## src/rtl/svo_stream_raster.sv

```systemverilog
// svo_stream_raster: VGA raster generator that consumes an SVO pixel
// AXI-stream and locks its start-of-frame beat to raster position (0,0).
//
// Ports:
//   oclk, resetn (sync, active-low)   pixel clock and reset
//   in_axis_tvalid/tready/tdata/tuser  pixel stream, tuser marks frame start
//   vga_hsync, vga_vsync, vga_de       registered raster timing
//   vga_rgb                            registered pixel, 0 in blanking
//   locked                             high while the stream is aligned
//   frame_start                        pulse with displayed pixel (0,0)
//   underflow_cnt, resync_cnt          saturating event counters
//
// Build option: define SVO_RASTER_UNDERFLOW_MARK_EN to paint underflow and
// misaligned pixels magenta instead of black.
module svo_stream_raster #(
    parameter int BITS_PER_PIXEL = 12,
    parameter int H_ACTIVE       = 640,
    parameter int H_FP           = 16,
    parameter int H_SYNC         = 96,
    parameter int H_BP           = 48,
    parameter int V_ACTIVE       = 480,
    parameter int V_FP           = 10,
    parameter int V_SYNC         = 2,
    parameter int V_BP           = 33,
    parameter bit HSYNC_ACTIVE   = 1'b0,
    parameter bit VSYNC_ACTIVE   = 1'b0
) (
    input  logic                      oclk,
    input  logic                      resetn,
    input  logic                      in_axis_tvalid,
    output logic                      in_axis_tready,
    input  logic [BITS_PER_PIXEL-1:0] in_axis_tdata,
    input  logic                      in_axis_tuser,
    output logic                      vga_hsync,
    output logic                      vga_vsync,
    output logic                      vga_de,
    output logic [BITS_PER_PIXEL-1:0] vga_rgb,
    output logic                      locked,
    output logic                      frame_start,
    output logic [15:0]               underflow_cnt,
    output logic [7:0]                resync_cnt
);

    localparam int H_TOTAL = H_ACTIVE + H_FP + H_SYNC + H_BP;
    localparam int V_TOTAL = V_ACTIVE + V_FP + V_SYNC + V_BP;
    // One spare count so the sync-end bound fits even with a zero back porch
    localparam int HW = $clog2(H_TOTAL + 1);
    localparam int VW = $clog2(V_TOTAL + 1);

    localparam logic [HW-1:0] H_ACT  = HW'(H_ACTIVE);
    localparam logic [HW-1:0] H_SS   = HW'(H_ACTIVE + H_FP);
    localparam logic [HW-1:0] H_SE   = HW'(H_ACTIVE + H_FP + H_SYNC);
    localparam logic [HW-1:0] H_LAST = HW'(H_TOTAL - 1);
    localparam logic [VW-1:0] V_ACT  = VW'(V_ACTIVE);
    localparam logic [VW-1:0] V_SS   = VW'(V_ACTIVE + V_FP);
    localparam logic [VW-1:0] V_SE   = VW'(V_ACTIVE + V_FP + V_SYNC);
    localparam logic [VW-1:0] V_LAST = VW'(V_TOTAL - 1);

`ifdef SVO_RASTER_UNDERFLOW_MARK_EN
    localparam int C = BITS_PER_PIXEL / 3;
    localparam logic [BITS_PER_PIXEL-1:0] FILL =
        {{C{1'b1}}, {C{1'b0}}, {C{1'b1}}};
`else
    localparam logic [BITS_PER_PIXEL-1:0] FILL = '0;
`endif

    typedef enum logic [1:0] {
        SYNC_WAIT,
        ALIGN,
        RUN
    } state_t;

    state_t state, state_n;

    logic [HW-1:0] h;
    logic [VW-1:0] v;
    logic act, at0, pop, under, resync, fs_n;
    logic [BITS_PER_PIXEL-1:0] rgb_n;

    assign act = (h < H_ACT) && (v < V_ACT);
    assign at0 = (h == '0) && (v == '0);
    assign pop = in_axis_tvalid && in_axis_tready;

    // Underflow wins over a tuser mismatch: with tvalid low there is no beat
    assign under  = (state == RUN) && act && !in_axis_tvalid;
    assign resync = (state == RUN) && act && in_axis_tvalid &&
                    ((in_axis_tuser && !at0) || (at0 && !in_axis_tuser));

    assign locked = (state == RUN);

    always_comb begin
        state_n        = state;
        in_axis_tready = 1'b0;
        if (resetn) begin
            unique case (state)
                SYNC_WAIT: begin
                    in_axis_tready = in_axis_tvalid && !in_axis_tuser;
                    if (in_axis_tvalid && in_axis_tuser)
                        state_n = ALIGN;
                end
                ALIGN: begin
                    in_axis_tready = at0;
                    if (at0 && in_axis_tvalid)
                        state_n = RUN;
                end
                RUN: begin
                    in_axis_tready = act &&
                        !(in_axis_tuser && !at0) &&
                        !(at0 && !in_axis_tuser);
                    if (resync)
                        state_n = SYNC_WAIT;
                end
                default: state_n = SYNC_WAIT;
            endcase
        end
    end

    // Beats discarded while hunting for SOF are never shown
    always_comb begin
        rgb_n = '0;
        fs_n  = 1'b0;
        if (act && state != SYNC_WAIT) begin
            if (pop) begin
                rgb_n = in_axis_tdata;
                fs_n  = at0;
            end else if (state == RUN) begin
                rgb_n = FILL;
            end
        end
    end

    always_ff @(posedge oclk) begin
        if (!resetn) begin
            state         <= SYNC_WAIT;
            h             <= '0;
            v             <= '0;
            vga_de        <= 1'b0;
            vga_rgb       <= '0;
            vga_hsync     <= ~HSYNC_ACTIVE;
            vga_vsync     <= ~VSYNC_ACTIVE;
            frame_start   <= 1'b0;
            underflow_cnt <= '0;
            resync_cnt    <= '0;
        end else begin
            state <= state_n;
            if (h == H_LAST) begin
                h <= '0;
                v <= (v == V_LAST) ? '0 : v + 1'b1;
            end else begin
                h <= h + 1'b1;
            end
            vga_de      <= act;
            vga_rgb     <= rgb_n;
            frame_start <= fs_n;
            vga_hsync   <= (h >= H_SS && h < H_SE) ?
                           HSYNC_ACTIVE : ~HSYNC_ACTIVE;
            vga_vsync   <= (v >= V_SS && v < V_SE) ?
                           VSYNC_ACTIVE : ~VSYNC_ACTIVE;
            if (under && underflow_cnt != '1)
                underflow_cnt <= underflow_cnt + 1'b1;
            if (resync && resync_cnt != '1)
                resync_cnt <= resync_cnt + 1'b1;
        end
    end

endmodule

```

## config.mk

```make
export PLATFORM = sky130hd
export DESIGN_NAME = svo_stream_raster
export DESIGN_NICKNAME = d
export VERILOG_FILES = /design/src/rtl/svo_stream_raster.sv
export SDC_FILE = /design/constraint.sdc
export NUM_CORES = 1
export LEC_CHECK = 0
export ABC_AREA = 1
export BUFFER_PORTS_ARGS = -buffer_cell sky130_fd_sc_hd__buf_2
export CORE_MARGIN = 4
export CORE_UTILIZATION = 36
export CTS_BUF_LIST = sky130_fd_sc_hd__clkbuf_16
export CTS_CLUSTER_DIAMETER = 30
export CTS_CLUSTER_SIZE = 20
export DETAILED_ROUTE_END_ITERATION = 10
export HOLD_SLACK_MARGIN = 0.15
export PLACE_DENSITY = 0.66
export SLEW_MARGIN = 20
export SYNTH_ARGS = -nofsm -noshare
export SYNTH_HDL_FRONTEND = slang
export SYNTH_SLANG_ARGS = --single-unit
```

## constraint.sdc

```tcl
create_clock -name oclk -period 6.4 [get_ports oclk]
set_input_delay 1.28 -clock oclk [delete_from_list [all_inputs] [get_ports oclk]]
set_output_delay 1.28 -clock oclk [all_outputs]
set_load 0.03 [all_outputs]
```

==> out/metrics.cfg <==
[status]
status=finished clean

[cells_and_area]
final_common_cell=nand2_1
final_cell_mix=nand2_1 (91), nor2_1 (80), dfxtp_1 (62), buf_2 (57), inv_1 (48)
drive_above_1_share=0.181
fin_cells=617
design_area_sq_um=3840
syn_to_final_growth_pct=20.7
antennaDiodeCount=0
final_util=0.444
fillers=897
final_nets=529

[grt]
grtUsageTotal=0.147
grt_max_degree=34
first_global_vias=2765
grt_antenna_before_repair=0
grt_pass1_wl_mm=12.3
gr-total-overflow=0

[sta]
skew_ns=0.00337
period_share=0.552
fin_tns_setup_ns=0
worst_pin_slew_ns=0.436
slew_headroom=0.707
min_period_ns=3.53
maxSlewViolCount=0
clock.fmax_mhz=283
grt_setup_unrepaired=false
whs_ns=0.471
setup_viol=0
hold_viol=0

[detailed_routing]
dr.pass1.iters=4
routed_wl_mm=7.15
drc_errors=0
wl_per_cell_um=11.6
antenna_left=0
routed_via_density=4.72
first_iter_violations=91
vias=2910

[die]
ios=58
rows=34
core_sq_um=8640
start_util=0.368
dieArea_sq_um=10400
die_h_um=102
dieWidth_um=102

[clock_network]
clk_pin_slew_ns=0.05
clk-insertion-delay-late_ns=0.32
cts_max_path_buffers=2
cts_buffers=9
ctsHoldBuffers=0
cts_root_buf=clkbuf_16
postCtsResizedCells=0
clkSinkCount=62
cts_setup_buffers=0
htree_levels=3
cts_tree=done

[synthesis]
avgSynthCellArea_sq_um=7.16
syn_nets=468
yosysSeqAreaShare=0.391
synth_cells=444
syn_area_sq_um=3180
yosys_warnings=0
synth.largest_area_cell=dfxtp_1
synthTopCellsByArea=dfxtp_1 (39%), nand2_1 (11%), nor2_1 (9.4%), inv_1 (5.7%), xor2_1 (5.5%)
synth-seq-cells=62
synth_top_area_frac=0.391
ys_types=34

[worst_setup_path]
crit_chain=buf_2 > inv_1 > ha_1 > nor2_1 > nand3_1 > nand3_1 > nand2_1 > inv_1 > buf_2
critPathKind=in -> out
cp_max_fo=3
worstPathArrival_ns=2.25
crit_slowest_cell=buf_2
worst_setup_path_end_kind=output port
cp_data_required_time_ns=5.12
startpoint_type=input port
max_stage_delay_ns=0.19

[placed_design]
placed_area_sq_um=3560
dp_hpwl_mm=5.37
gp_congestion=0.875
port-buffer-count=57
dp_cells=602

[power_and_ir_drop]
leakagePower_nw=1.72
powerDensity_nw_per_um2=245
irDropWorstVdd_v=0.000145

[hold_path]
hold_path_class=reg -> reg

[flow_run]
maxCapViolations=0

-- kinds of logic after synthesis --
family / count (synthesis) / synth area share
AND/OR/NAND/NOR: 248 / 0.363
flip-flops: 62 / 0.391
buffers and inverters: 59 / 0.0752
AO/OA/AOI/OAI: 40 / 0.0650
XOR/XNOR: 27 / 0.0744
adder cells (fa/ha/maj): 8 / 0.0315
-- final cells by class --
type	count	area, sq um	share of cell area
Clock inverter	6	53.8	0.0140
Multi-Input combinational cell	323	1700	0.442
Clock buffer	9	225	0.0587
Sequential cell	62	1240	0.323
Timing Repair Buffer	58	293	0.0763
Tap cell	108	135	0.0352
Inverter	51	191	0.0499
-- state kept, by name (all words and copies together) (netlist names), 2 cells and up --
signal         count
vga_rgb           12
v                 10
h                 10
resync_cnt         8
state              2
underflow_cnt     16
-- where the power goes --
part	switching, mW	internal (mW)
registers	0.00615	0.395
logic	0.0589	0.0264
clock network	0.160	0.294
total	0.225	0.716
-- routing by layer --
metal	GRT usage	wire [um]
met5	0	0
met2	0.245	3480
met3	0.0491	401
met4	0.0545	141
met1	0.177	3130
-- synthesized netlist by cell type --
| cell type | n |
|---|---|
| buf_6 | 2 |
| nand3_4 | 2 |
| nand3_1 | 34 |
| nor4_1 | 3 |
| o22ai_1 | 1 |
| nand2_1 | 91 |
| dfxtp_1 | 62 |
| xnor2_1 | 7 |
| a21oi_1 | 31 |
| o21a_1 | 2 |
| nand3b_1 | 1 |
| nor3_2 | 2 |
| nor3b_2 | 1 |
| ha_1 | 8 |
| nand3_2 | 2 |
| o21ai_0 | 6 |
| clkbuf_1 | 4 |
| xor2_1 | 20 |
| inv_2 | 2 |
| nand2_2 | 4 |
| or2_2 | 1 |
| nor2b_4 | 1 |
| nand4_2 | 1 |
| nor3_4 | 1 |
| nor3_1 | 9 |
| nand4_1 | 10 |
| nor3b_1 | 1 |
| nor2_1 | 80 |
| buf_2 | 2 |
| inv_1 | 48 |
| nand2_4 | 1 |
| nor2_4 | 2 |
| clkinv_1 | 1 |
| and2_1 | 1 |
-- worst max-delay path: cells and delay by family --
| kind | cells | cell delay, ns |
|---|---|---|
| simple gates | 4 | 0.38 |
| buf+inv | 4 | 0.42 |
| fa+ha+maj | 1 | 0.18 |
-- metrics by stage --
step	total power, mW	worst slack, ns
after floorplan	0.472	3.09
after global placement	0.494	2.89
after detailed placement	0.496	2.86
after CTS	0.959	2.86
after global routing	0.987	2.67
final	0.941	2.87
-- final timing paths --
path	from	to	slack (ns)	depth (start not counted)
setup / recovery	in_axis_tuser	in_axis_tready	2.87	9
hold / removal	v[1]$_SDFFE_PN0P_	vga_vsync$_SDFF_PN1_	0.47	1
setup reg to reg	v[0]$_SDFFE_PN0P_	resync_cnt[0]$_SDFFE_PN0P_	3.96	12
hold reg to reg	v[1]$_SDFFE_PN0P_	vga_vsync$_SDFF_PN1_	0.47	1
(Power assumes the default switching activity.)
